===== src/rtl/uart_tx_core.sv =====
// uart_tx_core: parametrised UART transmitter.
// Frame: start bit, DATA_WIDTH data bits (LSB first), optional parity, 1 or 2 stop bits.
// Every bit lasts PRESCALE clocks; a PRESCALE of 0 behaves like 1.
// TX_OUT, BUSY and DATA_ACK are all registered.
module uart_tx_core #(
  parameter int DATA_WIDTH     = 8,
  parameter int PRESCALE_WIDTH = 6
) (
  input  logic                      CLK,
  input  logic                      RST,
  input  logic [DATA_WIDTH-1:0]     P_DATA,
  input  logic                      DATA_VALID,
  input  logic                      PAR_EN,
  input  logic                      PAR_TYP,
  input  logic                      STOP2,
  input  logic [PRESCALE_WIDTH-1:0] PRESCALE,
  output logic                      TX_OUT,
  output logic                      BUSY,
  output logic                      DATA_ACK
);

  localparam int BIT_W = $clog2(DATA_WIDTH);
  localparam logic [BIT_W-1:0] LAST_BIT = BIT_W'(DATA_WIDTH - 1);

  typedef enum logic [2:0] {
    IDLE   = 3'd0,
    START  = 3'd1,
    DATA   = 3'd2,
    PARITY = 3'd3,
    STOP   = 3'd4
  } state_t;

  state_t                    state_r;
  logic [PRESCALE_WIDTH-1:0] cnt_r;       // position inside the current bit period
  logic [PRESCALE_WIDTH-1:0] last_cnt_r;  // N-1 for this frame
  logic [BIT_W-1:0]          bit_idx_r;
  logic [DATA_WIDTH-1:0]     shift_r;     // remaining data bits, next one in bit 0
  logic                      parity_r;
  logic                      par_en_r;
  logic                      stop2_r;
  logic                      stop_cnt_r;  // 1 while sending the second stop bit

  // Parity bit: even parity is the XOR of the data; odd parity inverts it.
  function automatic logic calc_parity(input logic [DATA_WIDTH-1:0] data, input logic odd);
    return (^data) ^ odd;
  endfunction

  // Frame controller, serializer and output registers in one state machine.
  always_ff @(posedge CLK or negedge RST) begin
    if (!RST) begin
      state_r    <= IDLE;
      cnt_r      <= '0;
      last_cnt_r <= '0;
      bit_idx_r  <= '0;
      shift_r    <= '0;
      parity_r   <= 1'b0;
      par_en_r   <= 1'b0;
      stop2_r    <= 1'b0;
      stop_cnt_r <= 1'b0;
      TX_OUT     <= 1'b1;
      BUSY       <= 1'b0;
      DATA_ACK   <= 1'b0;
    end else begin
      DATA_ACK <= 1'b0;
      case (state_r)
        IDLE: begin
          TX_OUT <= 1'b1;
          BUSY   <= 1'b0;
          if (DATA_VALID) begin
            // Freeze the whole frame configuration at acceptance.
            shift_r    <= P_DATA;
            parity_r   <= calc_parity(P_DATA, PAR_TYP);
            par_en_r   <= PAR_EN;
            stop2_r    <= STOP2;
            last_cnt_r <= (PRESCALE == '0) ? '0 : (PRESCALE - PRESCALE_WIDTH'(1));
            cnt_r      <= '0;
            bit_idx_r  <= '0;
            stop_cnt_r <= 1'b0;
            TX_OUT     <= 1'b0;
            BUSY       <= 1'b1;
            DATA_ACK   <= 1'b1;
            state_r    <= START;
          end else begin
            state_r <= IDLE;
          end
        end
        START: begin
          if (cnt_r == last_cnt_r) begin
            cnt_r     <= '0;
            bit_idx_r <= '0;
            TX_OUT    <= shift_r[0];
            shift_r   <= shift_r >> 1;
            state_r   <= DATA;
          end else begin
            cnt_r <= cnt_r + PRESCALE_WIDTH'(1);
          end
        end
        DATA: begin
          if (cnt_r == last_cnt_r) begin
            cnt_r <= '0;
            if (bit_idx_r == LAST_BIT) begin
              if (par_en_r) begin
                TX_OUT  <= parity_r;
                state_r <= PARITY;
              end else begin
                TX_OUT     <= 1'b1;
                stop_cnt_r <= 1'b0;
                state_r    <= STOP;
              end
            end else begin
              bit_idx_r <= bit_idx_r + BIT_W'(1);
              TX_OUT    <= shift_r[0];
              shift_r   <= shift_r >> 1;
            end
          end else begin
            cnt_r <= cnt_r + PRESCALE_WIDTH'(1);
          end
        end
        PARITY: begin
          if (cnt_r == last_cnt_r) begin
            cnt_r      <= '0;
            TX_OUT     <= 1'b1;
            stop_cnt_r <= 1'b0;
            state_r    <= STOP;
          end else begin
            cnt_r <= cnt_r + PRESCALE_WIDTH'(1);
          end
        end
        STOP: begin
          if (cnt_r == last_cnt_r) begin
            cnt_r <= '0;
            if (stop2_r && !stop_cnt_r) begin
              stop_cnt_r <= 1'b1;
            end else begin
              TX_OUT  <= 1'b1;
              BUSY    <= 1'b0;
              state_r <= IDLE;
            end
          end else begin
            cnt_r <= cnt_r + PRESCALE_WIDTH'(1);
          end
        end
        default: begin
          TX_OUT  <= 1'b1;
          BUSY    <= 1'b0;
          state_r <= IDLE;
        end
      endcase
    end
  end

endmodule


===== config.mk =====
export PLATFORM = sky130hd
export DESIGN_NAME = uart_tx_core
export DESIGN_NICKNAME = d
export VERILOG_FILES = /design/src/rtl/uart_tx_core.sv
export SDC_FILE = /design/constraint.sdc
export NUM_CORES = 1
export LEC_CHECK = 0
export ABC_CLOCK_PERIOD_IN_PS = 3500
export CELL_PAD_IN_SITES_DETAIL_PLACEMENT = 1
export CELL_PAD_IN_SITES_GLOBAL_PLACEMENT = 2
export CORE_ASPECT_RATIO = 1.1
export CORE_MARGIN = 2
export CORE_UTILIZATION = 43
export DETAILED_ROUTE_END_ITERATION = 10
export DONT_BUFFER_PORTS = 1
export GPL_ROUTABILITY_DRIVEN = 1
export GPL_TIMING_DRIVEN = 1
export MAX_ROUTING_LAYER = met4
export PLACE_DENSITY = 0.81
export SLEW_MARGIN = 15
export SYNTH_ARGS = -nofsm -noshare
export SYNTH_HDL_FRONTEND = slang
export SYNTH_SLANG_ARGS = --single-unit

===== constraint.sdc =====
create_clock -name CLK -period 3.5 [get_ports CLK]
set_input_delay 0.7 -clock CLK [delete_from_list [all_inputs] [get_ports CLK]]
set_output_delay 0.7 -clock CLK [all_outputs]
set_load 0.03 [all_outputs]

# Yosys cells after proc, flatten, opt, wreduce, memory -nomap -nowiden
# Index checks and enable logic that the tools add are counted.
# classes
bitwise,2
eq_ne,16
mux,45
addsub,3
reduce_logical,17
# ops
op,n
2-to-1 mux 3 bit,11
2-to-1 mux 8 bit,4
case mux 8 bit (3 select lines),1
2-to-1 mux 1 bit,20
inequality test 2 bit (second input constant),10
2-to-1 mux 6 bit,3
case mux 3 bit (5 select lines),1
case mux 6 bit (2 select lines),1
AND reduction 5 bit,2
case mux 3 bit (3 select lines),1
AND reduction 8 bit,1
parity 8 bit,1
adder 6 x 1 -> 6 bit (second input constant),1
equality test 3 x 2 -> 1 bit (second input constant),2
equality test 3 bit (second input constant),2
equality test 6 bit,1
logical NOT 6 bit,1
AND reduction 6 bit,1
subtractor 6 x 1 -> 6 bit (second input constant),1
case mux 1 bit (5 select lines),1
case mux 1 bit (4 select lines),1
AND reduction 2 bit,2
nonzero test 4 bit,1
OR reduction 4 bit,1
12 further kinds,12
# word_totals
register_bits,33
output_inout_bits,3

# Longest topological paths before layout
# logic_depth
depth_word,5
ltp_mapped,7
ltp_nobuf,7

# Worst setup path after synthesis
# No wires, ideal clock.
# synth_timing
path_type,reg2reg
from,reg cnt_r[4]
to,reg cnt_r[0]
setup_time_ps,138
slack_ps,1658
stages_incl_launch_ff,7
arrival_ps,1703
synth_period_minus_slack_ps,1842
cell_sequence,dfrtp_1 -> xor2_1 -> nor4_4 -> and2_4 -> buf_6 -> nor2_2 -> mux4_2
# synth_between
elab_chain_cells,3
# synth_rtl
item,line,source
start: declaration,34,logic [PRESCALE_WIDTH-1:0] cnt_r;
start signal: assignment,95,cnt_r <= cnt_r + PRESCALE_WIDTH'(1);
start signal: assignment,116,cnt_r <= cnt_r + PRESCALE_WIDTH'(1);
start signal: assignment,126,cnt_r <= cnt_r + PRESCALE_WIDTH'(1);
equality test 6 bit,--,
2-to-1 mux 6 bit,--,
case mux 6 bit (2 select lines),65,case (state_r)
# No other way between the ends.
# A chain may end at the register's enable or synchronous reset.

# Worst setup path in the final report
# layout_timing
from,reg state_r[0]
to,reg shift_r[6]
# layout_between
elab_chain_cells,3
word_cells_on_any_way,10
classes_between,eq/ne: 6; mux: 1; reduce/logical: 3
# layout_rtl
item,line,source
start: declaration,33,state_t state_r;
start signal: assignment,51,state_r <= IDLE;
start signal: assignment,82,state_r <= START;
start signal: assignment,84,state_r <= IDLE;
"equality test 3 x 2 -> 1 bit, or another cell as far along",65,
inequality test 2 bit (no source line) or nonzero test 3 bit (tied branches),--,
AND reduction 5 bit (no source line),--,
end signal: assignment,92,shift_r <= shift_r >> 1;
end signal: assignment,113,shift_r <= shift_r >> 1;
end: declaration,37,logic [DATA_WIDTH-1:0] shift_r;
# Parallel ways exist; a longest one is shown, timed or not.

==> impl_metrics.csv <==
group,metric,value,unit
die,coreArea,4379,um^2
layout,stdcell_area,2110,um^2
route,vias,1445,
place,hpwl,3205,um
run_status,status,"completed",
place,io_buffers,0,
pwr,ir_drop,0.4007,mV
synth,yosysSeqAreaShare,41.62,%
place,dp.cells,246,
sta,worst_pin_slew,0.7529,ns
sta,relSlewSlack,49.62,%
clock_network,cts.clk_slew.worst_paths,0.07,ns
pwr,pwr_density_cell,934.4,nW/um^2
setup_path,critical-path-max-stage-delay,0.54,ns
setup_path,crit_chain,"nand2b_1, a21oi_2, inv_1, o21ai_2, mux2_2",
sta,setup_viol,0,
grt,use_met1,25.71,%
grt,globalRoute.totalOverflow,0,
grt,grt_pass1_wl,7307,um
synth,synth_area,1987,um^2
die,die_x,68.81,um
grt,grt_usage,19.76,%
sta,rsz0062_at_grt,"false",
synth,ys_seq_elements,33,
synth,syn-instance-count,201,
grt,grt.met2_usage,31.09,%
clock_network,clk_latency,0.28,ns
layout,area_delta_synth_final,6.171,%
setup_path,start_kind,"flop",
sta,hold_viol,0,
clock_network,clockBufferDepth,2,
grt,grt-busiest-layer,"met2",
synth,synth_compound_area_share,15.18,%
clock_network,root_buffer,"clkbuf_8",
setup_path,crit_path_max_fanout,16,
synth,yosys_warnings,0,
synth,synth_top_family_by_area,"compound AO/OA/AOI/OAI gates",
sta,finalCritPeriodShare,68.59,%
setup_path,cp.required,3.67,ns
synth,synth_edf_count,0,
grt,antenna_found_initial,0,
setup_path,crit_slowest_cell,"dfrtp_1",
route,routed_wirelength,4327,um
die,dieArea,5181,um^2
layout,antennaDiodeCount,0,
grt,grt_max_degree,34,
route,viasPerCell,5.689,
layout,drive_gt1_share,17.50,%
run,drv_cap,0,
synth,synth_fa_ha_area_share,3.149,%
grt,grt_pass1_vias,1529,
layout,final_cells,254,
die,start_util,45.37,%
place,placed_cell_area,1993,um^2
clock_network,numCtsBuffers,5,
die,die_y,75.30,um
die,ios,23,
place,routabilityCongestion,0.8830,
synth,synthFlopType,"dfrtp_1",
setup_path,cp-end-kind,"flop",
clock_network,ctsHoldBuffers,0,
route,routedWlPerCell,17.04,um
synth,muxShareOfSynthArea,10.64,%
setup_path,critPathKind,"flop to flop",
sta,period_needed,2.400,ns
route,drcViolationCount,0,
sta,max_clock_freq,416.6,MHz
grt,use_met3,4.284,%
layout,num-nets-final,224,
sta,finClkSkew,0.005408,ns
synth,avgSynthCellArea,9.885,um^2
synth,synth_nets,226,
clock_network,clock-sinks,33,
clock_network,post_cts_buffers,0,
route,ant_nets,0,
die,row_count,25,
synth,yosysUniqueCellTypes,48,
route,dr.first_iter.drc_count,92,
sta,slew_violations,0,
setup_path,worstPathArrival,2.57,ns
synth,synth_xor_area_share,9.257,%
route,drtPass1Iterations,4,
clock_network,cts_tree,"built",
sta,tns,0,ns
synth,synth-async-reset-ratio,100.0,%
clock_network,cts_resized,0,
clock_network,htreeDepth,2,
synth,synth-simple-area-share,14.99,%
pwr,finalPower,1.971,mW
pwr,power.leakage,0.9275,nW
worst_hold_path,hp-class,"input pin to asynchronous set/reset pin",
[Yosys cell counts, types with 2 or more instances]
cell type,number,area (um^2)
inv_1,11,41.29
a32o_1,2,20.02
nand2_1,20,75.07
nand3_1,5,25.02
clkbuf_1,3,11.26
xor2_1,11,96.34
nor3_1,4,20.02
xnor2_1,10,87.58
buf_2,2,10.01
o21ai_0,13,65.06
nor2_1,12,45.04
ha_1,5,62.56
dfrtp_1,32,800.8
nand2b_1,3,18.77
mux2_2,15,168.9
a21oi_1,10,50.05
mux2i_1,2,20.02
buf_4,2,15.01
a31oi_1,3,18.77
o22ai_1,2,12.51
o211a_1,2,20.02
nand4_1,3,18.77
nor2b_1,3,18.77
or2_2,2,12.51
[state kept, by name, indices dropped and copies added, names as in the netlist]
name and count:
BUSY 1, DATA_ACK 1, TX_OUT 1, bit_idx_r 3
cnt_r 6, last_cnt_r 6, par_en_r 1, parity_r 1
shift_r 8, state_r 3, stop2_r 1, stop_cnt_r 1
[logic make-up after synthesis]
logic type | count (synthesis)
fa+ha+maj | 5
xor+xnor | 21
buf+inv | 20
simple gates | 59
mux | 18
flops | 33
compound gates | 45
[area by class of cell]
| type | count | area, um^2 |
|---|---|---|
| Sequential cell | 33 | 827.0 |
| Fill cell | 502 | 2270 |
| Multi-Input combinational cell | 148 | 1057 |
| Clock inverter | 1 | 30.03 |
| Clock buffer | 7 | 86.33 |
| Tap cell | 54 | 67.56 |
| Inverter | 11 | 41.29 |
[worst max-delay path: cells and delay by family, from the launching register on]
family	cells	cell delay, ns
compound gates	2	0.94
flops	1	0.54
mux	1	0.41
simple gates	1	0.26
buf+inv	1	0.13
[power by group]
part	total [mW]	internal, mW	switching, mW
Combinational	0.858	0.434	0.425
Clock	0.373	0.232	0.141
Sequential	0.740	0.550	0.190
[final timing paths]
kind / start / endpoint / slack (ns) / cells after the start
worst min register to register: parity_r / parity_r / 0.50 / 2
worst max-delay path: state_r[0] / shift_r[6] / 1.10 / 5
max in group asynchronous: RST / TX_OUT / 3.22 / 0
worst min-delay path: RST / stop_cnt_r / 0.10 / 0
worst max register to register: state_r[0] / shift_r[6] / 1.10 / 5
min in group CLK: parity_r / parity_r / 0.50 / 2
[layer usage]
metal | wire (um) | vias up
met2 | 2122 | 25
met5 | 0 | -
li1 | - | 700
met1 | 1984 | 715
met3 | 165 | 5
met4 | 54 | 0
[cells in the final DEF, fill, tap and decap left out, types with 4 or more instances in the layout]
| cell type | netlist | routed |
|---|---|---|
| a21oi_1 | 10 | 10 |
| clkbuf_8 | 1 | 6 |
| dfrtp_1 | 32 | 32 |
| ha_1 | 5 | 5 |
| inv_1 | 11 | 11 |
| mux2_2 | 15 | 15 |
| nand2_1 | 20 | 20 |
| nand3_1 | 5 | 5 |
| nor2_1 | 12 | 12 |
| nor3_1 | 4 | 4 |
| o21ai_0 | 13 | 13 |
| xnor2_1 | 10 | 10 |
| xor2_1 | 11 | 11 |
[through the flow]
step | setup WS [ns] | hold WS [ns] | utilization (%)
5_1_grt | 0.9015 | 0.08781 | 48.17
3_3_place_gp | 1.283 | 0.4053 | 45.51
3_5_place_dp | 1.117 | 0.4051 | 45.51
4_1_cts | 1.108 | 0.09534 | 48.17
2_1_floorplan | 1.658 | 0.4044 | -
6_report | 1.100 | 0.1018 | 48.17
Note: power is estimated with default switching activity, not from simulation.
